## config.mk

```make
export PLATFORM = sky130hd
export DESIGN_NAME = encoder_8_to_3_pend_flat
export DESIGN_NICKNAME = d
export VERILOG_FILES = /design/src/rtl/encoder_8_to_3_pend_pkg.sv /design/src/rtl/encoder_8_to_3_pend_if.sv /design/src/rtl/prio_enc_8_to_3.sv /design/src/rtl/encoder_8_to_3_pend.sv /design/src/flat_wrapper.sv
export SDC_FILE = /design/constraint.sdc
export NUM_CORES = 1
export LEC_CHECK = 0
export CAP_MARGIN = 20
export CORE_MARGIN = 2
export CORE_UTILIZATION = 25
export CTS_BUF_LIST = sky130_fd_sc_hd__clkbuf_2
export CTS_CLUSTER_SIZE = 16
export DETAILED_ROUTE_END_ITERATION = 8
export GPL_TIMING_DRIVEN = 0
export PLACE_DENSITY_LB_ADDON = 0.15
export SETUP_SLACK_MARGIN = 0.3
export SLEW_MARGIN = 20
export SYNTH_ARGS = -nofsm -noshare
export SYNTH_HDL_FRONTEND = slang
export SYNTH_SLANG_ARGS = --single-unit
```

## constraint.sdc

```tcl
create_clock -name clk -period 1.52 [get_ports clk]
set_input_delay 0.38 -clock clk [delete_from_list [all_inputs] [get_ports clk]]
set_output_delay 0.38 -clock clk [all_outputs]
set_load 0.005 [all_outputs]
```

## src/rtl/encoder_8_to_3_pend_pkg.sv

```systemverilog
// Shared constants, state encoding and helpers for the pending-request 8-to-3 encoder.
package encoder_8_to_3_pend_pkg;

    localparam int unsigned N_REQ = 8;
    localparam int unsigned IDX_W = 3;

    typedef enum logic [0:0] {
        IDLE,
        PRESENT
    } state_e;

    function automatic logic [N_REQ-1:0] idx_mask(input logic [IDX_W-1:0] idx);
        return N_REQ'(1) << idx;
    endfunction

endpackage

```

## src/rtl/encoder_8_to_3_pend_if.sv

```systemverilog
// Request/handshake bundle between a producer/consumer and the pending encoder.
interface encoder_8_to_3_pend_if;
    import encoder_8_to_3_pend_pkg::*;

    logic             E;
    logic [N_REQ-1:0] D;
    logic             ready;
    logic [IDX_W-1:0] A;
    logic             valid;
    logic [N_REQ-1:0] pending;
    logic             ovf;

    modport master (
        output E, D, ready,
        input  A, valid, pending, ovf
    );

    modport slave (
        input  E, D, ready,
        output A, valid, pending, ovf
    );

endinterface

```

## src/rtl/prio_enc_8_to_3.sv

```systemverilog
// Combinational highest-set-bit encoder; index 0 has the lowest priority.
module prio_enc_8_to_3
    import encoder_8_to_3_pend_pkg::*;
(
    input  logic [N_REQ-1:0] D,
    output logic [IDX_W-1:0] A,
    output logic             any
);

    // Ascending scan so the last (highest) set bit overwrites lower ones.
    always_comb begin
        A = '0;
        for (int i = 0; i < N_REQ; i++) begin
            if (D[i]) begin
                A = IDX_W'(i);
            end
        end
    end

    assign any = |D;

endmodule

```

## src/rtl/encoder_8_to_3_pend.sv

```systemverilog
// Latches request pulses into a pending set and presents them one at a time,
// highest index first, over a valid/ready handshake.
module encoder_8_to_3_pend
    import encoder_8_to_3_pend_pkg::*;
(
    input logic                 clk,
    input logic                 rst,
    encoder_8_to_3_pend_if.slave bus
);

    state_e           state_q, state_d;
    logic [IDX_W-1:0] a_q, a_d;
    logic             valid_q, valid_d;
    logic [N_REQ-1:0] pending_q, pending_d;
    logic             ovf_q, ovf_d;
    logic [N_REQ-1:0] clr;
    logic [N_REQ-1:0] req;
    logic [IDX_W-1:0] enc_a;
    logic             enc_any;

    prio_enc_8_to_3 u_prio (
        .D   (pending_q),
        .A   (enc_a),
        .any (enc_any)
    );

    always_comb begin
        state_d = state_q;
        a_d     = a_q;
        valid_d = valid_q;
        clr     = '0;
        unique case (state_q)
            IDLE: begin
                valid_d = 1'b0;
                if (!bus.E && enc_any) begin
                    a_d     = enc_a;
                    valid_d = 1'b1;
                    state_d = PRESENT;
                end
            end
            PRESENT: begin
                if (bus.ready) begin
                    clr     = idx_mask(a_q);
                    valid_d = 1'b0;
                    state_d = IDLE;
                end
            end
            default: begin
                valid_d = 1'b0;
                state_d = IDLE;
            end
        endcase
        req       = bus.E ? '0 : bus.D;
        // A fresh request on the accepted index survives the clear and is not an overflow.
        pending_d = (pending_q & ~clr) | req;
        ovf_d     = |(req & pending_q & ~clr);
    end

    always_ff @(posedge clk) begin
        if (rst) begin
            state_q   <= IDLE;
            a_q       <= '0;
            valid_q   <= 1'b0;
            pending_q <= '0;
            ovf_q     <= 1'b0;
        end else begin
            state_q   <= state_d;
            a_q       <= a_d;
            valid_q   <= valid_d;
            pending_q <= pending_d;
            ovf_q     <= ovf_d;
        end
    end

    assign bus.A       = a_q;
    assign bus.valid   = valid_q;
    assign bus.pending = pending_q;
    assign bus.ovf     = ovf_q;

endmodule

```

## src/flat_wrapper.sv

```systemverilog
// flat-port wrapper written by rule: the top's interface ports become plain ports
module encoder_8_to_3_pend_flat import encoder_8_to_3_pend_pkg::*;
  (clk, rst, bus_E, bus_D, bus_ready, bus_A, bus_valid, bus_pending, bus_ovf);
  encoder_8_to_3_pend_if bus_i ();
  input logic clk;
  input logic rst;
  input wire logic [$bits(bus_i.E)-1:0] bus_E;
  input wire logic [$bits(bus_i.D)-1:0] bus_D;
  input wire logic [$bits(bus_i.ready)-1:0] bus_ready;
  output wire logic [$bits(bus_i.A)-1:0] bus_A;
  output wire logic [$bits(bus_i.valid)-1:0] bus_valid;
  output wire logic [$bits(bus_i.pending)-1:0] bus_pending;
  output wire logic [$bits(bus_i.ovf)-1:0] bus_ovf;
  assign bus_i.E = bus_E;
  assign bus_i.D = bus_D;
  assign bus_i.ready = bus_ready;
  assign bus_A = bus_i.A;
  assign bus_valid = bus_i.valid;
  assign bus_pending = bus_i.pending;
  assign bus_ovf = bus_i.ovf;
  encoder_8_to_3_pend u_core (.clk(clk), .rst(rst), .bus(bus_i));
endmodule
```

# Yosys cells after proc, flatten, opt, wreduce, memory -nomap -nowiden
# Index checks and enable logic that the tools add are counted.
[word_totals]
output_inout_bits = 13
reg_bits = 14
input_bits = 12
[op_classes]
muxes = 15
n_shift = 1
reduce_logical = 5
bitwise = 6
n_eq_ne = 1
[ops]
columns = ["op", "count"]
rows = [
  ["8-bit bitwise AND", 3],
  ["8-bit 2-to-1 mux", 3],
  ["3-bit 2-to-1 mux", 6],
  ["8-bit OR reduction", 2],
  ["8-bit NOT", 1],
  ["8-bit bitwise OR", 1],
  ["1-bit by 3-bit << shifter with 8-bit output (first input constant)", 1],
  ["1-bit 2-to-1 mux", 4],
  ["1-bit one-hot mux with 2 select lines", 2],
  ["2-bit != test (second input constant)", 1],
  ["2-bit AND reduction", 1],
  ["1-bit logical AND", 1],
  ["1-bit zero test", 1],
  ["1-bit NOT", 1],
]

# Longest topological paths before layout
[logic_depth]
word_depth = 7
depth_mapped = 5
depth_no_buf = 4

# Cells and area by module
# From an unflattened synthesis, not the netlist that was laid out.
[hier_totals]
cells_unflattened = 88
hier_area_um2 = 675.6
[by_module_without_submodules]
columns = ["mod", "cells_each", "seq_area_each_um2", "area_each_um2", "instances"]
rows = [
  ["encoder_8_to_3_pend", 76, 280.3, 609.3, 1],
  ["prio_enc_8_to_3", 12, 0.0, 66.3, 1],
]

# Least setup slack after synthesis
# No wires, ideal clock.
[synth_path]
path_type = "register to register"
startpoint = "reg u_core.pending_q[2], in the netlist u_core.bus.pending[2]"
endpoint = "reg u_core.a_q[0], in the netlist u_core.bus.A[0]"
t_arrival_ns = 1.137
stages_incl_launch_ff = 5
required_ns = 1.429
setup_time_ns = 0.091
path_buffers = 0
path_slack_ns = 0.292
cell_sequence = "dfxtp_1 -> nor4_1 -> a211oi_2 -> nor2_1 -> a311oi_1"
[synth_via]
elab_chain_len = 6
elab_cells_between_ends = 9
[synth_rtl]
columns = ["element", "line", "rtl"]
rows = [
  ["start, declared", "encoder_8_to_3_pend.sv:14", "logic [N_REQ-1:0] pending_q, pending_d;"],
  ["start signal, assigned", "encoder_8_to_3_pend.sv:70", "pending_q <= pending_d;"],
  ["3-bit 2-to-1 mux (6 in a row)", "prio_enc_8_to_3.sv:14", "if (D[i]) begin"],
  ["end signal, assigned", "encoder_8_to_3_pend.sv:62", "a_q <= '0;"],
  ["end signal, assigned", "encoder_8_to_3_pend.sv:68", "a_q <= a_d;"],
  ["end, declared", "encoder_8_to_3_pend.sv:12", "logic [IDX_W-1:0] a_q, a_d;"],
]
# Parallel ways exist; a longest one is shown, timed or not.
# A chain may end at the register's enable or synchronous reset.

# Worst setup path after layout
[layout_path]
startpoint = "reg u_core.a_q[1], in the netlist u_core.bus.A[1]"
endpoint = "reg u_core.ovf_q, in the netlist u_core.bus.ovf"
[layout_via]
elab_chain_len = 6
[layout_rtl]
columns = ["element", "line", "rtl"]
rows = [
  ["1-bit by 3-bit << shifter with 8-bit output", "encoder_8_to_3_pend_pkg.sv:13", "return N_REQ'(1) << idx;"],
  ["8-bit 2-to-1 mux", "encoder_8_to_3_pend.sv:42", "if (bus.ready) begin"],
  ["8-bit 2-to-1 mux", "encoder_8_to_3_pend.sv:32", "unique case (state_q)"],
  ["8-bit NOT", "encoder_8_to_3_pend.sv:56", "ovf_d = |(req & pending_q & ~clr);"],
  ["8-bit bitwise AND", "encoder_8_to_3_pend.sv:56", ""],
  ["8-bit OR reduction", "encoder_8_to_3_pend.sv:56", ""],
  ["end signal, assigned", "encoder_8_to_3_pend.sv:71", "ovf_q <= ovf_d;"],
  ["end, declared", "encoder_8_to_3_pend.sv:15", "logic ovf_q, ovf_d;"],
]
# No other way between the ends.

==> results.json <==
{
  "status": "completed",
  "maxCapViolCount": 0,
  "ir_worst_vdd_mv": 0.5163,
  "cts_root_buf": "clkbuf_2",
  "p_leak_nw": 0.5184,
  "synthArstFlopShare_pct": 0,
  "critical_path_required_ns": 1.71,
  "slew_viol_final": 0,
  "tightestPinTransition_ns": 0.4119,
  "min_path_type": "in -> reg",
  "synth_seq_cells": 14,
  "fp.dieH_um": 55.50,
  "finalWirelength_um": 2275,
  "crit_family": "simple AND/OR/NAND/NOR gates",
  "setup_viol": 0,
  "clk_latency_ns": 0.29,
  "grt_max_degree": 11,
  "yosysSeqAreaShare_pct": 42.26,
  "cts_tree": "yes",
  "total_power_mw": 0.9303,
  "syn2layout_area_growth_pct": 81.70,
  "critPathMaxFanout": 7,
  "route.detailed.drc": 0,
  "path_buf_inv": 2,
  "grt_pass1_wl_um": 3767,
  "cpPeakStageDelay_ns": 0.35,
  "numCtsBuffers": 3,
  "final_util_pct": 48.20,
  "drt-met1-wl_um": 1032,
  "highest-signal-layer": "met4",
  "layout_common_cells": "24 x nand2_1, 14 x buf_6, 12 x a21oi_1",
  "final_hold_viol_count": 0,
  "antenna_cells": 0,
  "final_cells": 168,
  "viasPerCell": 4.905,
  "final_nets": 151,
  "synth-main-ff-cell": "dfxtp_1",
  "synth_edf_count": 0,
  "syn_inst": 90,
  "path_cells": "buf_6 -> and3b_1 -> buf_6 -> a21oi_2 -> nor4_2 -> a311oi_1",
  "hpwl_um": 1425,
  "yosysWarnings": 0,
  "critPathKind": "reg -> reg",
  "port-buffer-count": 24,
  "overflow": 0,
  "worstReg2RegEnd": "u_core.bus.ovf$_SDFF_PP0_",
  "grt_setup_unrepaired": "yes",
  "first_pass_iters": 4,
  "cts-htree-levels": 1,
  "die_area_um2": 3080,
  "slew_headroom_pct": 72.45,
  "die_w_um": 55.50,
  "final_common_cell": "nand2_1",
  "clockBufferDepth": 2,
  "wl_met3_um": 107,
  "power_density_nw_per_um2": 772.1,
  "synth_cell_types": 21,
  "dp_cells": 144,
  "timing.rr.start": "u_core.bus.A[1]$_SDFFE_PP0P_",
  "end_kind": "flip-flop",
  "cp_data_arrival_time_ns": 1.63,
  "finalCritPeriodShare_pct": 94.93,
  "skew_ns": 0.005593,
  "critPathCapture": "u_core.bus.ovf$_SDFF_PP0_",
  "crit_slowest_cell": "dfxtp_2",
  "io_pins": 25,
  "synth.net_count": 102,
  "drive_above_1_share_pct": 44.93,
  "clk_pin_slew_worst_paths_ns": 0.14,
  "wl_per_cell_um": 13.54,
  "ant_nets": 0,
  "syn_area_um2": 663.1,
  "period_needed_ns": 1.443,
  "drtIter0Drc": 26,
  "via_count": 824,
  "grt_usage_pct": 15.24,
  "grt_pass1_vias": 809,
  "startpoint": "u_core.bus.A[1]$_SDFFE_PP0P_",
  "ff2ff_path_depth": 6,
  "met2_length_um": 1096,
  "crit_top_cell": "buf_6",
  "start_kind": "flip-flop",
  "timing.fmax_mhz": 693.0,
  "antenna_found_initial": 0,
  "r2r_slack_ns": 0.08,
  "gp_congestion": 0.8375,
  "cp.depth": 6,
  "clock-sinks": 14,
  "num_rows": 18,
  "synth.avg_cell_area_um2": 7.368,
  "coreArea_um2": 2500,
  "start_util_pct": 26.53
}
## cell type report
| type | instances | area [um2] |
|---|---|---|
| flip-flops and latches | 14 | 314.1 |
| inverters | 4 | 15.01 |
| clock buffers | 3 | 15.01 |
| well taps | 30 | 37.54 |
| plain buffers | 3 | 21.27 |
| repair buffers | 44 | 381.6 |
| multi-input cells | 69 | 416.7 |
| clock inverters | 1 | 3.754 |
| fillers | 258 | 1295 |
## registers in the layout, summed over array words and instances (netlist names)
| register | cells |
|---|---|
| u_core.bus.pending | 8 |
| u_core.bus.A | 3 |
| u_core.bus.ovf | 1 |
| u_core.bus.valid | 1 |
| u_core.state_q | 1 |
## synth_stat cells (2+ instances only)
cell | instances | share of area (%)
nand2_1 | 24 | 14
a21oi_1 | 15 | 11
dfxtp_1 | 14 | 42
nor2_1 | 9 | 5.1
inv_1 | 4 | 2.3
a311oi_1 | 3 | 4.0
a31oi_1 | 3 | 2.8
buf_2 | 2 | 1.5
nand3_1 | 2 | 1.5
nor2b_1 | 2 | 1.9
nor4_1 | 2 | 1.9
## layer usage
metal  vias to the layer above  track usage (%)
met3                         5            2.810
met4                         0            6.272
met1                       390            19.23
met2                        19            25.34
met5                         -                0
li1                        410                -
## logic make-up (layout without fill, tap and decap cells)
kind of cell           Yosys count  after routing  synth area share (%)
flip-flops                      14             14                 42.26
AND/OR/NAND/NOR                 43             43                 29.06
AO/OA/AOI/OAI                   26             26                 24.34
buffers and inverters            7             55                 4.338
## how the worst min path moves through the flow
stage / slack, ns / to / start / cells past startpoint
finish: 0.49 / u_core.bus.ovf$_SDFF_PP0_ / bus_E / 2
global route: 0.48 / u_core.bus.ovf$_SDFF_PP0_ / bus_E / 2
CTS: 0.52 / u_core.bus.ovf$_SDFF_PP0_ / bus_E / 2
detailed placement: 0.50 / u_core.bus.valid$_SDFFE_PP0P_ / u_core.bus.valid$_SDFFE_PP0P_ / 2
global placement: 0.49 / u_core.bus.pending[5]$_SDFF_PP0_ / u_core.bus.pending[5]$_SDFF_PP0_ / 2
floorplan: 0.45 / u_core.bus.A[0]$_SDFFE_PP0P_ / rst / 1
## what timing repair did
action | in CTS | in global routing
endpoints found under the hold margin | 0 | 0
buffers inserted | 18 | 2
setup endpoints to repair | 27 | 16
hold buffers | 0 | 0
pin swaps | 7 | 10
resized for setup | 76 | 16
## stage by stage
step / setup slack [ns] / instance area [um2] / hold slack [ns] / TNS (ns)
CTS: 0.09010 / 1175 / 0.5244 / 0
detailed placement: -0.3943 / 945.9 / 0.4966 / -2.046
global route: 0.006957 / 1205 / 0.4825 / 0
global placement: -0.4189 / 945.9 / 0.4919 / -1.722
floorplan: 0.3120 / 668.1 / 0.4521 / 0
finish: 0.07701 / 1205 / 0.4904 / 0
## worst register-to-register path, stage by stage, from the launching register on
cell and delay (ns):
dfxtp_2 0.35, buf_6 0.11, and3b_1 0.24, buf_6 0.14, a21oi_2 0.05, nor4_2 0.32
a311oi_1 0.13
## power breakdown
part	internal [mW]	switching (mW)	total (mW)	leakage (nW)
combinational	0.173	0.152	0.325	0.382
clock	0.0571	0.127	0.184	0.0140
sequential	0.399	0.0216	0.421	0.122
total	0.630	0.301	0.930	0.518
No activity file was read; power rests on OpenSTA's default activity.
